$ cat src/rtl/lfsr_pkg.sv
// Shared definitions for the XNOR Fibonacci LFSR random-number generator:
// feedback tap masks, draw FSM states and parameter legality checks.
package lfsr_pkg;

  typedef enum logic [1:0] {
    IDLE,
    SAMPLE,
    DONE
  } draw_state_e;

  // Bit n-1 of the mask is set for tap n; XNOR-maximal sets for 3..16 bits.
  function automatic logic [15:0] taps_for(input int unsigned width);
    logic [15:0] m;
    m = '0;
    case (width)
      3:  m = 16'h0006;  // {3,2}
      4:  m = 16'h000C;  // {4,3}
      5:  m = 16'h0014;  // {5,3}
      6:  m = 16'h0030;  // {6,5}
      7:  m = 16'h0060;  // {7,6}
      8:  m = 16'h00B8;  // {8,6,5,4}
      9:  m = 16'h0110;  // {9,5}
      10: m = 16'h0240;  // {10,7}
      11: m = 16'h0500;  // {11,9}
      12: m = 16'h0829;  // {12,6,4,1}
      13: m = 16'h100D;  // {13,4,3,1}
      14: m = 16'h2015;  // {14,5,3,1}
      15: m = 16'h6000;  // {15,14}
      16: m = 16'hD008;  // {16,15,13,4}
      default: m = '0;
    endcase
    return m;
  endfunction

  function automatic bit params_ok(input int unsigned width, input int unsigned range,
                                   input int unsigned base, input int unsigned out_w,
                                   input int unsigned seed);
    longint unsigned period;
    period = (64'd1 << width) - 64'd1;
    if (width < 3 || width > 16) return 1'b0;
    if (range < 1 || longint'(range) > period) return 1'b0;
    if (out_w < 1 || out_w > 32) return 1'b0;
    if (longint'(base) + longint'(range) - 64'd1 >= (64'd1 << out_w)) return 1'b0;
    if (longint'(seed) >= period) return 1'b0;
    return 1'b1;
  endfunction

endpackage

$ cat src/rtl/lfsr_rng_core.sv
// Shift register with XNOR feedback, seed load and all-ones lock-up recovery.
module lfsr_core
  import lfsr_pkg::*;
#(
  parameter int unsigned       WIDTH = 4,
  parameter logic [WIDTH-1:0]  SEED  = '0
) (
  input  logic             clk_i,
  input  logic             rst_i,
  input  logic             advance_i,
  input  logic             load_i,
  input  logic [WIDTH-1:0] load_val_i,
  output logic [WIDTH-1:0] state_o,
  output logic             lockup_o
);

  localparam logic [15:0] TAP_MASK = taps_for(WIDTH);

  logic [WIDTH-1:0] state_q, state_d;
  logic             lockup_q, lockup_d;
  logic             fb;

  assign fb = ~^(state_q & TAP_MASK[WIDTH-1:0]);

  always_comb begin
    state_d  = state_q;
    lockup_d = 1'b0;
    if (load_i) begin
      if (&load_val_i) begin
        state_d  = '0;
        lockup_d = 1'b1;
      end else begin
        state_d = load_val_i;
      end
    end else if (&state_q) begin
      // All-ones is a fixed point of XNOR feedback; force escape even if idle.
      state_d  = '0;
      lockup_d = 1'b1;
    end else if (advance_i) begin
      state_d = {state_q[WIDTH-2:0], fb};
    end
  end

  always_ff @(posedge clk_i) begin
    if (rst_i) begin
      state_q  <= SEED;
      lockup_q <= 1'b0;
    end else begin
      state_q  <= state_d;
      lockup_q <= lockup_d;
    end
  end

  assign state_o  = state_q;
  assign lockup_o = lockup_q;

endmodule

$ cat src/rtl/lfsr_rng.sv
// LFSR-based secret-number source: free-running state plus a draw handshake
// returning a uniform value in [BASE, BASE+RANGE-1] by rejection sampling.
module lfsr_rng
  import lfsr_pkg::*;
#(
  parameter int unsigned WIDTH = 4,
  parameter int unsigned RANGE = 10,
  parameter int unsigned BASE  = 1,
  parameter int unsigned OUT_W = 5,
  parameter int unsigned SEED  = 0
) (
  input  logic             clk,
  input  logic             reset,
  input  logic             en,
  input  logic             seed_load,
  input  logic [WIDTH-1:0] seed_in,
  input  logic             draw_req,
  output logic             draw_ready,
  output logic             draw_valid,
  output logic [OUT_W-1:0] draw_value,
  output logic [WIDTH-1:0] state_out,
  output logic             lockup_err
);

  if (!params_ok(WIDTH, RANGE, BASE, OUT_W, SEED)) begin : g_param_err
    $error("lfsr_rng: illegal parameter combination");
  end

  draw_state_e      fsm_q, fsm_d;
  logic [OUT_W-1:0] value_q, value_d;
  logic [WIDTH-1:0] core_state;
  logic [31:0]      state_ext;
  logic             advance;

  assign advance = en || (fsm_q == SAMPLE);

  lfsr_core #(
    .WIDTH (WIDTH),
    .SEED  (WIDTH'(SEED))
  ) u_core (
    .clk_i      (clk),
    .rst_i      (reset),
    .advance_i  (advance),
    .load_i     (seed_load),
    .load_val_i (seed_in),
    .state_o    (core_state),
    .lockup_o   (lockup_err)
  );

  assign state_ext = 32'(core_state);

  always_comb begin
    fsm_d   = fsm_q;
    value_d = value_q;
    if (seed_load) begin
      fsm_d = IDLE;
    end else begin
      unique case (fsm_q)
        IDLE:   if (draw_req) fsm_d = SAMPLE;
        SAMPLE: begin
          if (state_ext < RANGE) begin
            value_d = OUT_W'(state_ext + BASE);
            fsm_d   = DONE;
          end
        end
        DONE:   fsm_d = IDLE;
        default: fsm_d = IDLE;
      endcase
    end
  end

  always_ff @(posedge clk) begin
    if (reset) begin
      fsm_q   <= IDLE;
      value_q <= '0;
    end else begin
      fsm_q   <= fsm_d;
      value_q <= value_d;
    end
  end

  assign draw_ready = (fsm_q == IDLE);
  assign draw_valid = (fsm_q == DONE);
  assign draw_value = value_q;
  assign state_out  = core_state;

endmodule

$ cat config.mk
export PLATFORM = sky130hd
export DESIGN_NAME = lfsr_rng
export DESIGN_NICKNAME = d
export VERILOG_FILES = /design/src/rtl/lfsr_pkg.sv /design/src/rtl/lfsr_rng_core.sv /design/src/rtl/lfsr_rng.sv
export SDC_FILE = /design/constraint.sdc
export NUM_CORES = 1
export LEC_CHECK = 0
export ABC_CLOCK_PERIOD_IN_PS = 1350
export CORE_MARGIN = 3
export CORE_UTILIZATION = 39
export DETAILED_ROUTE_END_ITERATION = 7
export GPL_TIMING_DRIVEN = 0
export PLACE_DENSITY = 0.73
export SETUP_SLACK_MARGIN = 0.02
export SLEW_MARGIN = 20
export SYNTH_ARGS = -nofsm -noshare
export SYNTH_HDL_FRONTEND = slang
export SYNTH_SLANG_ARGS = --single-unit
$ cat constraint.sdc
create_clock -name clk -period 1.35 [get_ports clk]
set_clock_uncertainty 0.1 [all_clocks]
set_input_delay 0.135 -clock clk [delete_from_list [all_inputs] [get_ports clk]]
set_output_delay 0.135 -clock clk [all_outputs]
set_load 0.02 [all_outputs]
==> key figures, run 1 <==
Timing
  – Worst Tran Pin Value: 418 ps
  – Fmax: 682 MHz
  – Hold_ws: 95.6 ps
  – Rel. slew slack: 71.8%
  – Min cycle time layout: 1470 ps
  – Hold Fails Final Rpt: 0
  – Final WS setup: -116 ps
  – Final period util: 109%
  – # setup viols final: 7
  – RSZ-0062 raised after global routing: true
  – Count of pins over their slew limit: 0

Floorplan
  – Core Box Area: 1400 um^2
  – Starting Density: 44.7%
  – Number of top-level pins: 21
  – Die Width: 46.1 um
  – Row Count: 13
  – Die area: 2120 um^2
  – Die height: 46.1 um

Run status
  – Outcome: finished with violations
  – Failing checks: setup timing

Synthesis
  – EDFF count, synth: 0
  – Post-Syn Area: 626 um^2
  – Yosys warns: 0
  – Synth Flop Type: dfxtp_1
  – Avg Inst Size Synth: 9.34 um^2
  – Count of state elements after synthesis: 12
  – Synthesized instance count: 67
  – FFs w/ async S/R, synth: 0%
  – Yosys cell types: 28
  – Syn nets: 79
  – Sequential area share after synthesis: 38.4%

Clock tree
  – Clock Sinks: 12
  – CTS root buf: clkbuf_4
  – Buffer levels on the longest clock path: 2
  – Clk_lat worst skew: 270 ps
  – H-Tree Depth: 1
  – Total CTS buffers: 3
  – CTS tree: yes
  – Clock transition at path regs: 70 ps

Global routing
  – Total grt overflow: 0
  – Largest net degree at the start of global routing: 11
  – Vias in the first global route: 578
  – Initial antenna violation count: 0
  – First-pass GRT wire length: 2.55 mm
  – GRT Util Overall: 16.6%

Worst setup path
  – CP endpoint kind: flip-flop
  – CP Data Arrival Time: 1560 ps
  – Critical Path RT: 1450 ps
  – Maximum net fanout on the critical path: 5
  – Critical path class: flip-flop to flip-flop
  – Worst setup SP type: flip-flop

Job
  – Total of max-cap violations: 0

Power and ir drop
  – Cell area power density: 929 nW/um^2
  – VDD IR max: 638 uV
  – Pleak: 0.367 nW

Route
  – DRT Wirelength: 1.60 mm
  – Initial DRC count: 26
  – Avg WL per Cell: 14.8 um
  – Total DRC errors in the routed layout: 0
  – DRT antenna net count: 0
  – Via density: 5.89
  – Iteration count of the initial detailed-routing pass: 4
  – Vias: 636

Finish
  – Layout cell share with drive strength beyond 1: 26.9%
  – Nets: 106
  – # diodes: 0
  – Final core utilization: 67.4%
  – Area Growth Syn to Fin: 50.6%

Place
  – # port buffers: 18
  – DP HPWL: 1.13 mm
  – GP Congestion: 0.759

Min path
  – Hold WC Path Type: input pin to flip-flop
## stage by stage
stage          instances  total power, mW  instance area, um^2  setup slack [ps]  setup TNS [ps]
2_1_floorplan         67            0.508                  661             -64.5            -258
3_3_place_gp         100            0.592                  860             -96.5            -505
3_5_place_dp         100            0.592                  860              -104            -515
4_1_cts              108            0.879                  925             -97.5            -520
5_1_grt              108            0.922                  942              -159           -1060
6_report             108            0.876                  942              -116            -611
## timing repair
item / 4_1_cts / 5_1_grt
hold buffers: 1 / 0
hold endpoints to repair: 1 / 0
cloned: 0 / 0
pin swaps: 0 / 0
resized for setup: 18 / 7
buffers inserted: 3 / 0
setup endpoints to repair: 20 / 12
## placed cells by master (no fill, tap or decap), types with 4 or more instances in the layout
cell and n:
a211oi_1 4, a32oi_1 4, dlygate4sd2_1 9, dfxtp_1 7, clkdlybuf4s50_1 6, nand3_1 5
o41ai_1 4, a21oi_1 4, dfxtp_4 4
## cells in the mapped netlist, types with 2 or more instances
library cell | count | area share [%]
dfxtp_1 | 12 | 38
a21oi_1 | 7 | 5.6
nand3_1 | 5 | 4.0
a211oi_1 | 4 | 4.8
a32oi_1 | 4 | 5.6
o41ai_1 | 4 | 5.6
a31oi_1 | 3 | 3.0
ha_1 | 3 | 6.0
nor2b_1 | 3 | 3.0
inv_1 | 2 | 1.2
nand4_1 | 2 | 2.0
nor2_1 | 2 | 1.2
## cell type report
class | instances | area [um^2]
Timing Repair Buffer | 22 | 198
Sequential cell | 12 | 256
Tap cell | 15 | 18.8
Fill cell | 119 | 457
Multi-Input combinational cell | 51 | 410
Inverter | 2 | 7.51
Clock buffer | 4 | 36.3
Buffer | 2 | 15.0
## worst paths after layout
path / from / slack (ps) / cells after the start / endpoint
max: u_core.state_o[2]$_SDFFE_PP0P_ / -120 / 4 / u_core.state_o[3]$_SDFFE_PP0P_
min: seed_load / 100 / 4 / fsm_q[0]$_SDFFE_PP0P_
max reg2reg: u_core.state_o[2]$_SDFFE_PP0P_ / -120 / 4 / u_core.state_o[3]$_SDFFE_PP0P_
min reg2reg: draw_value[4]$_SDFFE_PP0P_ / 370 / 1 / draw_value[4]$_SDFFE_PP0P_
## flip-flops by register name (all words and copies together), names as in the netlist
name and cells:
u_core.lockup_o 1, draw_value 5, u_core.state_o 4, fsm_q 2
## worst max-delay path, cell delays in order, from the launching register on
cell and delay [ps]:
dfxtp_4 370, ha_4 170, a21o_4 230, or3_4 400, a21oi_2 130
## routing by layer
layer / part of all wire (%) / global-route usage, % / vias up
li1: - / - / 320
met1: 44 / 21.8 / 296
met2: 50 / 25.8 / 20
met3: 5.9 / 7.03 / 0
met4: 0 / 2.27 / 0
met5: 0 / 0 / -
## power breakdown
part           internal, mW  switching [mW]  leakage [nW]
Clock                 0.164           0.116        0.0210
Sequential            0.371          0.0267         0.101
Combinational        0.0930           0.105         0.244
## cells by family after synthesis
logic type,synth area share (%)
fa+ha+maj,6.00
simple gates,20.2
xor+xnor,2.80
buf+inv,3.60
flops,38.4
compound gates,29.0
Power figures use the tool's default switching activity.
==> inputs of run 2 (changes only) <==
--- a/config.mk
+++ b/config.mk
@@ -10,7 +10,7 @@
 export CORE_UTILIZATION = 39
 export DETAILED_ROUTE_END_ITERATION = 7
 export GPL_TIMING_DRIVEN = 0
-export PLACE_DENSITY = 0.73
+export PLACE_DENSITY = 0.84
 export SETUP_SLACK_MARGIN = 0.02
 export SLEW_MARGIN = 20
 export SYNTH_ARGS = -nofsm -noshare
==> key figures, run 2 (synthesized netlist as in run 1, its figures left out) <==
Run status
  – Outcome: finished with violations (unchanged)
  – Failing checks: setup timing (unchanged)

Min path
  – Hold WC Path Type: input pin to flip-flop (unchanged)
  – Worst hold endpoint: fsm_q[0]$_SDFFE_PP0P_ (unchanged)
  – WHS Path Cells: 4 (unchanged)
  – Min-delay src: seed_load (unchanged)

Clock tree
  – Clock transition at path regs: 80 ps (was 70 ps)
  – H-Tree Depth: 1 (unchanged)
  – Clk_lat worst skew: 270 ps (about the same)
  – CTS tree: yes (unchanged)
  – CTS root buf: clkbuf_4 (unchanged)
  – Total CTS buffers: 3 (unchanged)
  – Buffer levels on the longest clock path: 2 (unchanged)
  – Clock Sinks: 12 (unchanged)

Route
  – Routed length on met2: 833 um (was 800 um)
  – Vias: 637 (was 636)
  – Initial DRC count: 13 (was 26)
  – Via density: 5.90 (was 5.89)
  – Iteration count of the initial detailed-routing pass: 4 (unchanged)
  – Total DRC errors in the routed layout: 0 (unchanged)
  – Met3 routed WL: 93 um (was 94 um)
  – M1 WL: 720 um (was 708 um)
  – DRT Wirelength: 1.67 mm (was 1.60 mm)
  – DRT antenna net count: 0 (unchanged)
  – Avg WL per Cell: 15.4 um (was 14.8 um)
  – Max layer used: met4 (was met3)

Place
  – GP Congestion: 0.760 (was 0.759)
  – Pre-CTS setup slack: -105 ps (was -104 ps)
  – Inst Count DP: 100 (unchanged)
  – DP HPWL: 1.13 mm (about the same)
  – # port buffers: 18 (unchanged)
  – Placed Area: 860 um^2 (unchanged)

Global routing
  – First-pass GRT wire length: 2.71 mm (was 2.55 mm)
  – Largest net degree at the start of global routing: 11 (unchanged)
  – Total grt overflow: 0 (unchanged)
  – Vias in the first global route: 644 (was 578)
  – Initial antenna violation count: 0 (unchanged)
  – GRT Util Overall: 18.1% (was 16.6%)

Floorplan
  – Row Count: 13 (unchanged)
  – Core Box Area: 1400 um^2 (unchanged)
  – Die height: 46.1 um (unchanged)
  – Starting Density: 44.7% (unchanged)
  – Die area: 2120 um^2 (unchanged)
  – Die Width: 46.1 um (unchanged)
  – Number of top-level pins: 21 (unchanged)

Timing
  – Hold_ws: 102 ps (was 95.6 ps)
  – Rel. slew slack: 70.9% (was 71.8%)
  – # setup viols final: 4 (was 7)
  – Hold Fails Final Rpt: 0 (unchanged)
  – RSZ-0062 raised after global routing: true (unchanged)
  – Worst Tran Pin Value: 436 ps (was 418 ps)
  – Count of pins over their slew limit: 0 (unchanged)
  – Final period util: 110% (was 109%)
  – TNS Setup: -501 ps (was -611 ps)
  – Min cycle time layout: 1480 ps (was 1470 ps)
  – Fmax: 675 MHz (was 682 MHz)
  – Final WS setup: -132 ps (was -116 ps)

Worst setup path
  – Reg2reg path depth: 4 (unchanged)
  – CP top delay family: simple AND/OR/NAND/NOR gates (unchanged)
  – R2R setup slack: -130 ps (was -120 ps)
  – Reg2reg end: u_core.state_o[0]$_SDFFE_PP0P_ (was u_core.state_o[3]$_SDFFE_PP0P_)
  – Worst path cell trace: ha_4 > a21o_4 > or3_4 > a21oi_2 (unchanged)
  – Maximum net fanout on the critical path: 5 (unchanged)
  – FF-to-FF Start: u_core.state_o[2]$_SDFFE_PP0P_ (unchanged)
  – CP endpoint kind: flip-flop (unchanged)
  – Max incr delay on CP: 410 ps (was 400 ps)
  – CP bufs+invs: 0 (unchanged)
  – Critical Path RT: 1450 ps (about the same)
  – CP Data Arrival Time: 1580 ps (was 1560 ps)
  – CP max stage cell: or3_4 (unchanged)
  – Critical path class: flip-flop to flip-flop (unchanged)
  – Worst setup SP type: flip-flop (unchanged)

Power and ir drop
  – Total Power: 0.839 mW (was 0.876 mW)
  – Cell area power density: 891 nW/um^2 (was 929 nW/um^2)
  – VDD IR max: 677 uV (was 638 uV)
  – Pleak: 0.363 nW (was 0.367 nW)

Finish
  – Area Growth Syn to Fin: 50.4% (was 50.6%)
  – Final core utilization: 67.3% (was 67.4%)
  – Most common cell after layout, fill and taps aside: dlygate4sd2_1 (unchanged)
  – Layout Cells excl Fill: 108 (unchanged)
  – Max reg flops: 5 (unchanged)
  – # diodes: 0 (unchanged)
  – Commonest cells after routing, fill and taps aside: dlygate4sd2_1 (9), dfxtp_1 (6), clkdlybuf4s50_1 (6), nand3_1 (5) (was dlygate4sd2_1 (9), dfxtp_1 (7), clkdlybuf4s50_1 (6), nand3_1 (5))
  – Layout cell share with drive strength beyond 1: 34.4% (was 26.9%)
  – Post-layout instance area: 941 um^2 (was 942 um^2)
  – Nets: 106 (unchanged)

Job
  – Total of max-cap violations: 0 (unchanged)
run 2: where the power goes:
group          switching [mW]  internal (mW)  leakage [nW]
logic                   0.111         0.0957         0.247
clock network           0.118          0.114        0.0150
registers              0.0258          0.373         0.101
run 2: worst reg2reg max path, stage by stage (launching register included):
cell     delay (ps)
dfxtp_4         370
ha_4            170
a21o_4          230
or3_4           410
a21oi_2         130
run 2: cell type report:
type	count	area [um^2]
Buffer	2	15.0
Tap cell	15	18.8
Fill cell	122	458
Inverter	2	7.51
Clock buffer	4	26.3
Multi-Input combinational cell	51	434
Sequential cell	12	253
Timing Repair Buffer	22	186
run 2: what timing repair did:
item                                    4_1_cts  5_1_grt
pin swaps                                     0        2
endpoints found under the setup margin       21       13
hold endpoints to repair                      1        0
resized for setup                            19       13
setup buffers                                 3        0
hold buffers                                  1        0
gates cloned                                  0        0
run 2: how the worst max path moves through the flow:
stage                                         from                             end  slack, ps  depth (start not counted)
floorplan           u_core.state_o[2]$_SDFFE_PP0P_  u_core.state_o[0]$_SDFFE_PP0P_        -60                          4
CTS                 u_core.state_o[2]$_SDFFE_PP0P_  u_core.state_o[2]$_SDFFE_PP0P_       -120                          4
finish              u_core.state_o[2]$_SDFFE_PP0P_  u_core.state_o[0]$_SDFFE_PP0P_       -130                          4
global route        u_core.state_o[1]$_SDFFE_PP0P_  u_core.state_o[2]$_SDFFE_PP0P_       -170                          4
detailed placement  u_core.state_o[2]$_SDFFE_PP0P_  u_core.state_o[2]$_SDFFE_PP0P_       -100                          4
global placement    u_core.state_o[2]$_SDFFE_PP0P_  u_core.state_o[3]$_SDFFE_PP0P_       -100                          4
run 2: layer usage:
layer	vias up	global-route usage, %
met5	-	0
met4	0	8.52
met3	2	3.52
met2	27	31.3
met1	294	20.9
li1	314	-
